`config.mk`:
```
export PLATFORM = sky130hd
export DESIGN_NAME = mul_div_unit_flat
export DESIGN_NICKNAME = d
export VERILOG_FILES = /design/src/rtl/cpu_pkg.sv /design/src/rtl/mul_div_unit_if.sv /design/src/rtl/mdu_operand_prep.sv /design/src/rtl/mul_div_unit.sv /design/src/flat_wrapper.sv
export SDC_FILE = /design/constraint.sdc
export NUM_CORES = 1
export LEC_CHECK = 0
export BUFFER_PORTS_ARGS = -buffer_cell sky130_fd_sc_hd__buf_2
export CAP_MARGIN = 25
export CORE_ASPECT_RATIO = 0.6
export CORE_MARGIN = 2
export CORE_UTILIZATION = 30
export DETAILED_ROUTE_END_ITERATION = 10
export PLACE_DENSITY = 0.43
export SKIP_LAST_GASP = 1
export SLEW_MARGIN = 20
export SYNTH_ARGS = -nofsm -noshare
export SYNTH_HDL_FRONTEND = slang
export SYNTH_SLANG_ARGS = --single-unit
```
`constraint.sdc`:
```
create_clock -name clk -period 5.1 [get_ports clk]
set_clock_uncertainty 0.05 [all_clocks]
set_input_delay 0.51 -clock clk [delete_from_list [all_inputs] [get_ports clk]]
set_output_delay 0.51 -clock clk [all_outputs]
set_load 0.02 [all_outputs]
```
`src/rtl/cpu_pkg.sv`:
```
// Shared CPU definitions used by the execute-stage multiply/divide unit.
// Holds RV32M decode constants, datapath widths, the mdu state encoding
// and the per-operation context latched when an operation is accepted.
package cpu_pkg;

    localparam int unsigned XLEN  = 32;
    localparam int unsigned CNT_W = 5;
    localparam int unsigned F3_W  = 3;

    localparam logic [6:0] OPC_RTYPE     = 7'b0110011;
    localparam logic [6:0] FUNCT7_MULDIV = 7'b0000001;

    localparam logic [F3_W-1:0] F3_MUL    = 3'b000;
    localparam logic [F3_W-1:0] F3_MULH   = 3'b001;
    localparam logic [F3_W-1:0] F3_MULHSU = 3'b010;
    localparam logic [F3_W-1:0] F3_MULHU  = 3'b011;
    localparam logic [F3_W-1:0] F3_DIV    = 3'b100;
    localparam logic [F3_W-1:0] F3_DIVU   = 3'b101;
    localparam logic [F3_W-1:0] F3_REM    = 3'b110;
    localparam logic [F3_W-1:0] F3_REMU   = 3'b111;

    typedef enum logic [1:0] {
        MDU_IDLE = 2'd0,
        MDU_RUN  = 2'd1,
        MDU_FIX  = 2'd2,
        MDU_DONE = 2'd3
    } mdu_state_t;

    // Everything the FIX step needs about the operation, captured at accept.
    typedef struct packed {
        logic [F3_W-1:0] funct3;
        logic            sign_a;
        logic            sign_b;
        logic            is_div;
        logic            is_rem;
        logic            div_by_zero;
        logic            signed_overflow;
    } mdu_ctx_t;

    // Two's-complement negate when requested.
    function automatic logic [XLEN-1:0] cond_neg(input logic [XLEN-1:0] v,
                                                 input logic            neg);
        return neg ? (~v + XLEN'(1)) : v;
    endfunction

endpackage

```
`src/rtl/mul_div_unit_if.sv`:
```
// Request/response bus between pipeline control and the multiply/divide unit.
//   start, kill, funct3, op_a, op_b : request side (driven by master)
//   busy, done, result              : response side (driven by slave)
interface mul_div_unit_if;
    import cpu_pkg::*;

    logic                  start;
    logic                  kill;
    logic [F3_W-1:0]       funct3;
    logic [XLEN-1:0]       op_a;
    logic [XLEN-1:0]       op_b;
    logic                  busy;
    logic                  done;
    logic [XLEN-1:0]       result;

    modport master (
        output start, kill, funct3, op_a, op_b,
        input  busy, done, result
    );

    modport slave (
        input  start, kill, funct3, op_a, op_b,
        output busy, done, result
    );

endinterface

```
`src/rtl/mdu_operand_prep.sv`:
```
// Combinational operand preparation for the multiply/divide unit.
//   funct3, op_a, op_b     : decoded operation and raw operands
//   sign_a_c, sign_b_c     : operand is treated as signed and is negative
//   mag_a_c, mag_b_c       : unsigned magnitudes (0x80000000 -> 2^31)
//   is_div_c, is_rem_c     : operation class
//   div_by_zero_c          : divide-class op with zero divisor
//   signed_overflow_c      : DIV/REM of 0x80000000 by -1
module mdu_operand_prep
    import cpu_pkg::*;
(
    input  logic [F3_W-1:0] funct3,
    input  logic [XLEN-1:0] op_a,
    input  logic [XLEN-1:0] op_b,
    output logic            sign_a_c,
    output logic            sign_b_c,
    output logic [XLEN-1:0] mag_a_c,
    output logic [XLEN-1:0] mag_b_c,
    output logic            is_div_c,
    output logic            is_rem_c,
    output logic            div_by_zero_c,
    output logic            signed_overflow_c
);

    localparam logic [XLEN-1:0] INT_MIN = {1'b1, {(XLEN-1){1'b0}}};

    logic signed_a;
    logic signed_b;

    // Which operands are interpreted as signed for this funct3.
    always_comb begin
        signed_a = 1'b0;
        signed_b = 1'b0;
        case (funct3)
            F3_MULH, F3_DIV, F3_REM: begin
                signed_a = 1'b1;
                signed_b = 1'b1;
            end
            F3_MULHSU: signed_a = 1'b1;
            default: ;
        endcase
    end

    // Magnitudes and special-case flags.
    always_comb begin
        sign_a_c          = signed_a & op_a[XLEN-1];
        sign_b_c          = signed_b & op_b[XLEN-1];
        mag_a_c           = cond_neg(op_a, sign_a_c);
        mag_b_c           = cond_neg(op_b, sign_b_c);
        is_div_c          = funct3[2];
        is_rem_c          = funct3[2] & funct3[1];
        div_by_zero_c     = funct3[2] & (op_b == '0);
        signed_overflow_c = funct3[2] & signed_b & (op_a == INT_MIN) & (&op_b);
    end

endmodule

```
`src/rtl/mul_div_unit.sv`:
```
// Iterative RV32M multiply/divide unit (execute stage).
// Fixed 33-cycle latency from accept to done for every operation:
// 32 shift-add or restoring-divide iterations, then one sign-fix cycle.
//   clk, rst : clock, asynchronous active-low reset
//   bus      : slave side of mul_div_unit_if (start/kill/funct3/op_a/op_b in,
//              busy/done/result out)
module mul_div_unit
    import cpu_pkg::*;
(
    input  logic           clk,
    input  logic           rst,
    mul_div_unit_if.slave  bus
);

    localparam int unsigned ACC_W = 2 * XLEN;

    mdu_state_t       state;
    mdu_state_t       state_d;
    logic [CNT_W-1:0] count;
    logic [CNT_W-1:0] count_d;
    logic             busy_q;
    logic             busy_d;
    logic             done_q;
    logic             done_d;
    logic             accept;
    logic             step;
    logic             fix_en;

    mdu_ctx_t         ctx;
    logic [XLEN-1:0]  addend;
    logic [ACC_W-1:0] acc;
    logic [XLEN:0]    rem;
    logic [XLEN-1:0]  result_q;

    logic             sign_a_c;
    logic             sign_b_c;
    logic [XLEN-1:0]  mag_a_c;
    logic [XLEN-1:0]  mag_b_c;
    logic             is_div_c;
    logic             is_rem_c;
    logic             div_by_zero_c;
    logic             signed_overflow_c;

    mdu_operand_prep u_prep (
        .funct3            (bus.funct3),
        .op_a              (bus.op_a),
        .op_b              (bus.op_b),
        .sign_a_c          (sign_a_c),
        .sign_b_c          (sign_b_c),
        .mag_a_c           (mag_a_c),
        .mag_b_c           (mag_b_c),
        .is_div_c          (is_div_c),
        .is_rem_c          (is_rem_c),
        .div_by_zero_c     (div_by_zero_c),
        .signed_overflow_c (signed_overflow_c)
    );

    // State, iteration counter and registered status outputs.
    always_ff @(posedge clk or negedge rst) begin
        if (!rst) begin
            state  <= MDU_IDLE;
            count  <= '0;
            busy_q <= 1'b0;
            done_q <= 1'b0;
        end else begin
            state  <= state_d;
            count  <= count_d;
            busy_q <= busy_d;
            done_q <= done_d;
        end
    end

    // Next-state and control strobes; kill overrides everything.
    always_comb begin
        state_d = state;
        count_d = count;
        accept  = 1'b0;
        step    = 1'b0;
        fix_en  = 1'b0;
        case (state)
            MDU_IDLE, MDU_DONE: begin
                state_d = MDU_IDLE;
                if (bus.start && !bus.kill) begin
                    accept  = 1'b1;
                    state_d = MDU_RUN;
                    count_d = '0;
                end
            end
            MDU_RUN: begin
                step    = !bus.kill;
                count_d = count + CNT_W'(1);
                if (count == CNT_W'(XLEN - 1)) begin
                    state_d = MDU_FIX;
                end
            end
            MDU_FIX: begin
                fix_en  = !bus.kill;
                state_d = MDU_DONE;
            end
            default: state_d = MDU_IDLE;
        endcase
        if (bus.kill) begin
            state_d = MDU_IDLE;
            count_d = '0;
        end
        busy_d = (state_d == MDU_RUN) || (state_d == MDU_FIX);
        done_d = (state_d == MDU_DONE);
    end

    // One shift-add step: acc = {partial product hi, remaining multiplier bits}.
    logic [XLEN:0]    mul_sum;
    logic [ACC_W-1:0] mul_next;
    // One restoring-divide step: acc[XLEN-1:0] shifts dividend out, quotient in.
    logic [XLEN+1:0]  div_shift;
    logic [XLEN:0]    div_diff;
    logic             div_fits;

    always_comb begin
        mul_sum   = {1'b0, acc[ACC_W-1:XLEN]} + {1'b0, (acc[0] ? addend : '0)};
        mul_next  = {mul_sum, acc[XLEN-1:1]};
        div_shift = {rem, acc[XLEN-1]};
        div_diff  = div_shift[XLEN:0] - {1'b0, addend};
        div_fits  = div_shift >= {2'b00, addend};
    end

    // Sign correction and result selection for the FIX cycle.
    logic [ACC_W-1:0] prod;
    logic [XLEN-1:0]  quo_s;
    logic [XLEN-1:0]  rem_s;
    logic [XLEN-1:0]  fix_value;

    always_comb begin
        fix_value = '0;
        prod      = (ctx.sign_a ^ ctx.sign_b) ? (~acc + ACC_W'(1)) : acc;
        quo_s     = cond_neg(acc[XLEN-1:0], ctx.sign_a ^ ctx.sign_b);
        rem_s     = cond_neg(rem[XLEN-1:0], ctx.sign_a);
        if (!ctx.is_div) begin
            fix_value = (ctx.funct3 == F3_MUL) ? prod[XLEN-1:0] : prod[ACC_W-1:XLEN];
        end else if (ctx.div_by_zero) begin
            // Remainder path already holds |op_a|, so rem_s restores op_a.
            fix_value = ctx.is_rem ? rem_s : '1;
        end else if (ctx.signed_overflow) begin
            fix_value = ctx.is_rem ? '0 : {1'b1, {(XLEN-1){1'b0}}};
        end else begin
            fix_value = ctx.is_rem ? rem_s : quo_s;
        end
    end

    // Operand capture, iteration datapath and result register.
    always_ff @(posedge clk or negedge rst) begin
        if (!rst) begin
            ctx      <= '0;
            addend   <= '0;
            acc      <= '0;
            rem      <= '0;
            result_q <= '0;
        end else begin
            if (accept) begin
                ctx.funct3          <= bus.funct3;
                ctx.sign_a          <= sign_a_c;
                ctx.sign_b          <= sign_b_c;
                ctx.is_div          <= is_div_c;
                ctx.is_rem          <= is_rem_c;
                ctx.div_by_zero     <= div_by_zero_c;
                ctx.signed_overflow <= signed_overflow_c;
                addend              <= is_div_c ? mag_b_c : mag_a_c;
                acc                 <= {{XLEN{1'b0}}, (is_div_c ? mag_a_c : mag_b_c)};
                rem                 <= '0;
            end else if (step) begin
                if (ctx.is_div) begin
                    rem            <= div_fits ? div_diff : div_shift[XLEN:0];
                    acc[XLEN-1:0]  <= {acc[XLEN-2:0], div_fits};
                end else begin
                    acc <= mul_next;
                end
            end
            if (fix_en) begin
                result_q <= fix_value;
            end
        end
    end

    assign bus.busy   = busy_q;
    assign bus.done   = done_q;
    assign bus.result = result_q;

endmodule

```
`src/flat_wrapper.sv`:
```
// flat-port wrapper written by rule: the top's interface ports become plain ports
module mul_div_unit_flat import cpu_pkg::*;
  (clk, rst, bus_start, bus_kill, bus_funct3, bus_op_a, bus_op_b, bus_busy, bus_done, bus_result);
  mul_div_unit_if bus_i ();
  input  logic clk;
  input  logic rst;
  input wire logic [$bits(bus_i.start)-1:0] bus_start;
  input wire logic [$bits(bus_i.kill)-1:0] bus_kill;
  input wire logic [$bits(bus_i.funct3)-1:0] bus_funct3;
  input wire logic [$bits(bus_i.op_a)-1:0] bus_op_a;
  input wire logic [$bits(bus_i.op_b)-1:0] bus_op_b;
  output wire logic [$bits(bus_i.busy)-1:0] bus_busy;
  output wire logic [$bits(bus_i.done)-1:0] bus_done;
  output wire logic [$bits(bus_i.result)-1:0] bus_result;
  assign bus_i.start = bus_start;
  assign bus_i.kill = bus_kill;
  assign bus_i.funct3 = bus_funct3;
  assign bus_i.op_a = bus_op_a;
  assign bus_i.op_b = bus_op_b;
  assign bus_busy = bus_i.busy;
  assign bus_done = bus_i.done;
  assign bus_result = bus_i.result;
  mul_div_unit u_core (.clk(clk), .rst(rst), .bus(bus_i));
endmodule
```
==> results by group, run 1 <==
Status
  • Status: finished with violations
  • Failing checks: negative hold slack

Final layout
  • Nets: around 2,200
  • Layout area overhead: 11.4%
  • Layout fillers: ~5,600
  • FF+latch area: between 0.004 and 0.005 mm2
  • Finished Cell Area: between 0.015 and 0.02 mm2
  • Layout cells sized above 1: under 10%
  • Area of the multi-input gates: between 0.01 and 0.015 mm2

CTS
  • CTS resizes: 0
  • Root Driver: clkbuf_16
  • TritonCTS clock tree: built
  • Clock Sinks: between 150 and 200
  • Cts bufs inserted: 17
  • Worst-case clock buffer depth: 2
  • Skew-Pair Late Insertion Delay: about 0.48 ns
  • H-tree depth: 4
  • Clock slew at reported path FFs: roughly 0.090 ns
  • CTS Hold Buffers Added: 0
  • # Post-CTS Setup Buffers: 0

Critical path
  • WP data arrival: 4.83 ns
  • FF-to-FF End: u_core.rem[30]
  • Setup crit start kind: register
  • Worst EP required: 5.44 ns
  • R2R Setup Slk: just over 0.6 ns
  • Worst r2r src: u_core.acc[31]
  • CP Max Fanout: 21
  • Worst reg-to-reg path cell count: 14
  • Worst setup EP type: register
  • Critical path class: reg -> reg

Place
  • PortBufs: ~100
  • Gpl congestion: 1.01
  • Detailed placement HPWL: between 50,000 and 60,000 um
  • Placed cell areas: about 0.017 mm2
  • Dpl ws: just over 0.7 ns

Global route
  • First-pass GRT wire length: 102,000 um
  • Total track usage: roughly a quarter
  • M3 GR Usage: under 10%
  • Routing usage on met2: about 33%
  • Total grt overflow: 0
  • Met1 global-route usage: between 40% and 50%
  • Largest net degree at the start of global routing: 99
  • Initial antenna violation count: 2
  • Vias in the first global route: between 10,000 and 15,000
  • GRT Max-Usage Layer: met1

Yosys
  • Commonest cells post-synth: 234 x nand2_1, 199 x a21oi_1, 197 x o21ai_0
  • Synth unique cells: 83
  • Post-synthesis async set-or-reset flop share: between 90% and 100%
  • Syn_nets: between 2,000 and 2,500
  • Cell area after synthesis: about 0.016 mm2
  • Yosys top cell by area: dfrtp_1
  • Synth Flop Type: dfrtp_1
  • Synth top area share: 27.9%
  • Synth Instances: 2,057
  • Largest cells by area after synthesis: dfrtp_1 28%, a21oi_1 6.2%, o21ai_0 6.2%
  • #FFs+latches synth: between 150 and 200
  • Most frequent cell after synthesis: nand2_1
  • Post-synth EDFFs: 0
  • Avg Inst Size Synth: slightly below 8 um2
  • Sequential area share after synthesis: 27.9%
  • Synth warn: 0

STA
  • Unrepaired setup endpoints after global routing: no
  • Fmax: between 0.2 and 0.25 GHz
  • Worst slew pin tran: slightly above 1 ns
  • WHS: -0.0116 ns
  • Fin. Hold Viols: 4
  • Final period utilization: approximately 88%
  • Worst slew margin: between 30% and 40%
  • Max Slew Vio Count: 0
  • Final count of negative-setup-slack endpoints: 0
  • Min setup slack post-route: between 0.6 and 0.7 ns
  • Setup TNS: 0 ns
  • Fin crit period: 4.49 ns

Route
  • Initial DRC count: between 1,500 and 2,000
  • First-pass detailed-route iteration total: 6
  • Drt wl/cell: between 20 and 25 um
  • Vias: around 16,000
  • Total wire length: 68,900 um
  • Drc violations: 0
  • Post-DRT Antenna Nets: 0
  • Vias/cell: slightly below 6

Die
  • DIE HEIGHT: 183 um
  • Std-Cell Rows: 65
  • Initial core utilization: around 30%
  • Core Region: 0.0526 mm2
  • Die ar.: 0.0552 mm2
  • Io pins: approximately 110
  • Die W: ~300 um

Flow run
  • Max cap viols: 0

Pwr
  • Max VDD drop: ~270 uV
  • Pleak: 0.00776 uW
  • Pwr Density: 341 mW/mm2

Hold path
  • Hold Crit Class: in -> async
## through the flow
step,cells,util (%),total power (uW)
CTS,2806,33.8,6050
global placement,2774,32.7,4590
floorplan,2057,-,3590
global route,2806,33.8,6420
detailed placement,2774,32.7,4580
finish,2809,33.8,6060
## layout make-up
type,count,share of cell area [%]
Antenna cell,3,0.0422
Tap cell,703,4.94
Sequential cell,178,25.0
Clock buffer,18,2.47
Inverter,76,1.60
Multi-Input combinational cell,1683,60.7
Clock inverter,14,0.921
Timing Repair Buffer,134,4.31
## report_power, final
group	internal, uW	switching (uW)	total, uW
logic	914	1790	2700
registers	1590	318	1910
clock network	716	739	1450
total	3220	2850	6060
## metal layers
layer	share of wire, %	routed length [um]
met1	52	36200
met2	38	26500
met3	7.9	5430
met4	1.3	871
met5	0	0
## layout by cell type, fill, tap and decap left out, types with 31 or more instances in the layout
| cell type | Yosys | layout |
|---|---|---|
| nor2_1 | 184 | 182 |
| ha_1 | 74 | 74 |
| a21o_1 | 40 | 40 |
| o31ai_1 | 31 | 31 |
| a21oi_1 | 199 | 198 |
| o211ai_1 | 49 | 49 |
| nor3_1 | 47 | 47 |
| dfrtp_1 | 178 | 177 |
| xnor2_1 | 90 | 89 |
| xor2_1 | 106 | 105 |
| nand2_1 | 234 | 234 |
| buf_2 | 3 | 103 |
| inv_1 | 75 | 75 |
| o21ai_0 | 197 | 197 |
| mux2i_1 | 58 | 58 |
## critical path: stages, from the launching register on
cell and delay [ns]:
dfrtp_1 0.43, inv_1 0.18, ha_1 0.26, inv_1 0.08, fa_1 0.22, a21oi_1 0.10
o21ai_0 0.43, a311o_1 0.30, nand3_1 0.14, o21ai_0 0.68, nand2_1 0.18, a22oi_2 0.39
buf_4 0.45, nand2_1 0.26, o21ai_0 0.24
## registers in the layout, summed over array words and instances (netlist names)
register	flops
u_core.ctx	8
u_core.acc	64
u_core.addend	32
u_core.bus.busy	1
u_core.rem	33
u_core.count	5
u_core.state	2
u_core.bus.done	1
u_core.bus.result	32
## worst max-delay path by stage
| stage | endpoint | startpoint | cells after the start |
|---|---|---|---|
| floorplan | u_core.rem[20] | u_core.acc[31] | 13 |
| global placement | u_core.rem[24] | u_core.acc[31] | 14 |
| detailed placement | u_core.rem[29] | u_core.acc[31] | 14 |
| CTS | u_core.rem[30] | u_core.acc[31] | 14 |
| global route | u_core.rem[13] | u_core.acc[31] | 14 |
| finish | u_core.rem[30] | u_core.acc[31] | 14 |
## cells by family (layout without fill, tap and decap cells)
logic type	after synthesis	in the layout	share of synthesized area, %
compound gates	694	694	27.2
buf+inv	196	242	4.79
xor+xnor	196	196	10.7
flops	178	178	27.9
fa+ha+maj	76	76	6.04
other cells	0	3	0
mux	58	58	3.63
simple gates	659	659	19.7
Note: power is estimated with default switching activity, not from simulation.
==> run 2, diff against run 1 <==
Settings changed: CORE_ASPECT_RATIO 0.6 to 1.5.
==> run 2 against run 1 <==
  * The flow now finishes without violations
  * Register-to-register slack improved by 0.47 ns
  * Sequential power is essentially flat
  * Worst hold slack improved by 0.037 ns
  * Wire length down 2.4%
  * Final area shrank 0.32%
  * Non-clock buffer count up 1
  * Total power is 2.3% lower
  * Worst setup slack better by 0.47 ns
  * Cell count down 0.82%
  * Via count is 3.3% lower
  * Utilization down 0.17 points
  * Critical path type unchanged
  * Critical endpoint is now u_core.acc[56]
  * Largest power group unchanged
==> results by group, run 2 (synthesis gave the netlist of run 1 again) <==
Status
  • Status: finished, final reports clean

Final layout
  • Biggest registers after layout: u_core.acc x64, u_core.rem x33
  • Commonest non-fill, non-tap cell in the layout: nand2_1
  • Layout area overhead: 11.0%
  • Largest register by flop count: u_core.acc
  • Nets: 2,238 (+0.045%)
  • Layout cells sized above 1: 9.79% (-0.10 points)
  • N_diodes: 0 (-3)
  • Largest register FFs: 64 (unchanged)
  • Most frequent cells in the layout: 234 x nand2_1, 198 x a21oi_1, 197 x o21ai_0, 182 x nor2_1, 177 x dfrtp_1

Place
  • Gpl congestion: 0.927 (-7.9%)
  • Detailed placement HPWL: 53,500 um (-1.9%)
  • PortBufs: 104 (unchanged)
  • Dpl ws: 1.15 ns (+0.451 ns)

Pwr
  • Comb power frac: 44.0% (-0.6 points)
  • Pint: 3200 uW (-0.73%)
  • Sw Share: 46.1% (-0.83 points)
  • Max VDD drop: 219 uV (-19%)
  • Pleak: 0.00774 uW (-0.16%)
  • Pwr Density: 334 mW/mm2 (-1.9%)
  • Sequential power share: 32.3% (+0.9 points)
  • Clock power frac: 23.7% (-0.3 points)
  • Psw: 2730 uW (-4.0%)

CTS
  • Worst-case clock buffer depth: 2 (unchanged)
  • Clock slew at reported path FFs: 0.09 ns (about the same)
  • # Post-CTS Setup Buffers: 0 (unchanged)
  • H-tree depth: 4 (unchanged)
  • Root Driver: clkbuf_16
  • CTS Hold Buffers Added: 0 (unchanged)
  • Cts bufs inserted: 17 (unchanged)
  • CTS resizes: 0 (unchanged)
  • TritonCTS clock tree: built
  • Skew-Pair Late Insertion Delay: 0.49 ns (about the same)
  • Clock Sinks: 178 (unchanged)

STA
  • Worst slew pin tran: 0.976 ns (-0.0607 ns)
  • Setup TNS: 0 ns (unchanged)
  • Fmax: 0.249 GHz (+12%)
  • Fin crit period: 4.01 ns (-0.475 ns)
  • Max Slew Vio Count: 0 (unchanged)
  • Unrepaired setup endpoints after global routing: no
  • Fin. Hold Viols: 0 (-4)
  • Worst slew margin: 34.7% (+4.5 points)
  • Final period utilization: 78.7% (-9.3 points)
  • Min setup slack post-route: 1.09 ns (+0.475 ns)
  • Final count of negative-setup-slack endpoints: 0 (unchanged)

Global route
  • Largest net degree at the start of global routing: 101 (+2.0%)
  • Vias in the first global route: 15,683 (+5.7%)
  • Total track usage: 24.7% (-0.41 points)
  • First-pass GRT wire length: 101,000 um (-1.7%)
  • Initial antenna violation count: 0 (-2)
  • Total grt overflow: 0 (unchanged)

Critical path
  • CP Max Fanout: 20 (-4.8%)
  • Critical path class: reg -> reg
  • R2R Setup Slk: 1.09 ns (+0.47 ns)
  • Worst reg-to-reg path cell count: 12 (-2)
  • WP data arrival: 4.39 ns (-0.44 ns)
  • Setup crit start kind: register
  • Worst r2r src: u_core.acc[0]
  • Last element of the critical path: u_core.acc[56]
  • Worst EP required: 5.48 ns (+0.04 ns)
  • Beginning of the critical path: u_core.acc[0]
  • Worst setup EP type: register
  • FF-to-FF End: u_core.acc[56]

Flow run
  • Max cap viols: 0 (unchanged)

Route
  • First-pass detailed-route iteration total: 6 (unchanged)
  • Drc violations: 0 (unchanged)
  • Vias/cell: 5.62 (-2.5%)
  • Drt wl/cell: 24.2 um (-1.6%)
  • Total wire length: 67,300 um (-2.4%)
  • Post-DRT Antenna Nets: 0 (unchanged)
  • Vias: 15,658 (-3.3%)
  • Initial DRC count: 988 (-46%)

Die
  • Core Region: 0.0527 mm2 (+0.17%)
  • Die W: 192 um (-36%)
  • Io pins: 105 (unchanged)
  • Initial core utilization: 30.3% (-0.052 points)
  • Die ar.: 0.0552 mm2 (about the same)
  • DIE HEIGHT: 287 um (+57%)
  • Std-Cell Rows: 103 (+58%)

Hold path
  • Hold Crit Class: in -> async
## run 2: metal layers
metal	vias to the layer above	GRT usage [%]	routed length, um
li1	7535	-	-
met1	7652	27.7	26200
met2	350	45.4	35500
met3	121	2.56	1990
met4	0	12.9	3670
met5	-	0	0
## run 2: layout make-up
class / instances / area, um2
clock buffers: 19 / 443
clock inverters: 13 / 140
fillers: 5670 / 35000
inverters: 76 / 285
multi-input cells: 1683 / 10800
flip-flops and latches: 178 / 4460
well taps: 682 / 853
repair buffers: 135 / 771
## run 2: critical path, cell delays in order (launching register included)
cell,delay (ns)
dfrtp_1,0.47
inv_1,0.52
nor2_1,0.14
ha_1,0.40
nand3_1,0.16
nor2_1,0.21
nand3_1,0.09
o21ai_0,0.47
a31oi_1,0.21
o21ai_0,0.39
a21oi_1,0.15
or4b_2,0.61
nand3_1,0.09
## run 2: metrics by stage
stage	area, um2	cells	util (%)	hold WS (ns)	total power, uW
2_1_floorplan	16000	2057	-	0.164	3590
3_3_place_gp	17200	2753	32.6	0.418	4530
3_5_place_dp	17200	2754	32.6	0.417	4530
4_1_cts	17700	2786	33.7	0.0828	5960
5_1_grt	17700	2786	33.7	0.0815	6300
6_report	17700	2786	33.7	0.0254	5930
## run 2: how the worst min path moves through the flow
stage                            endpoint  slack (ns)  cells past startpoint
floorplan                   u_core.acc[0]        0.16                      0
global placement        u_core.addend[16]        0.42                      2
detailed placement  u_core.bus.result[10]        0.42                      2
CTS                        u_core.rem[14]        0.08                      1
global route               u_core.rem[14]        0.08                      1
finish                     u_core.rem[14]        0.03                      1
## run 2: power groups by stage
stage / combinational, uW / sequential, uW / clock (uW)
final: 2610 / 1910 / 1400
after global routing: 2860 / 1940 / 1490
after CTS: 2610 / 1910 / 1440
after detailed placement: 2600 / 1940 / 0
after global placement: 2600 / 1940 / 0
after floorplan: 1820 / 1770 / 0
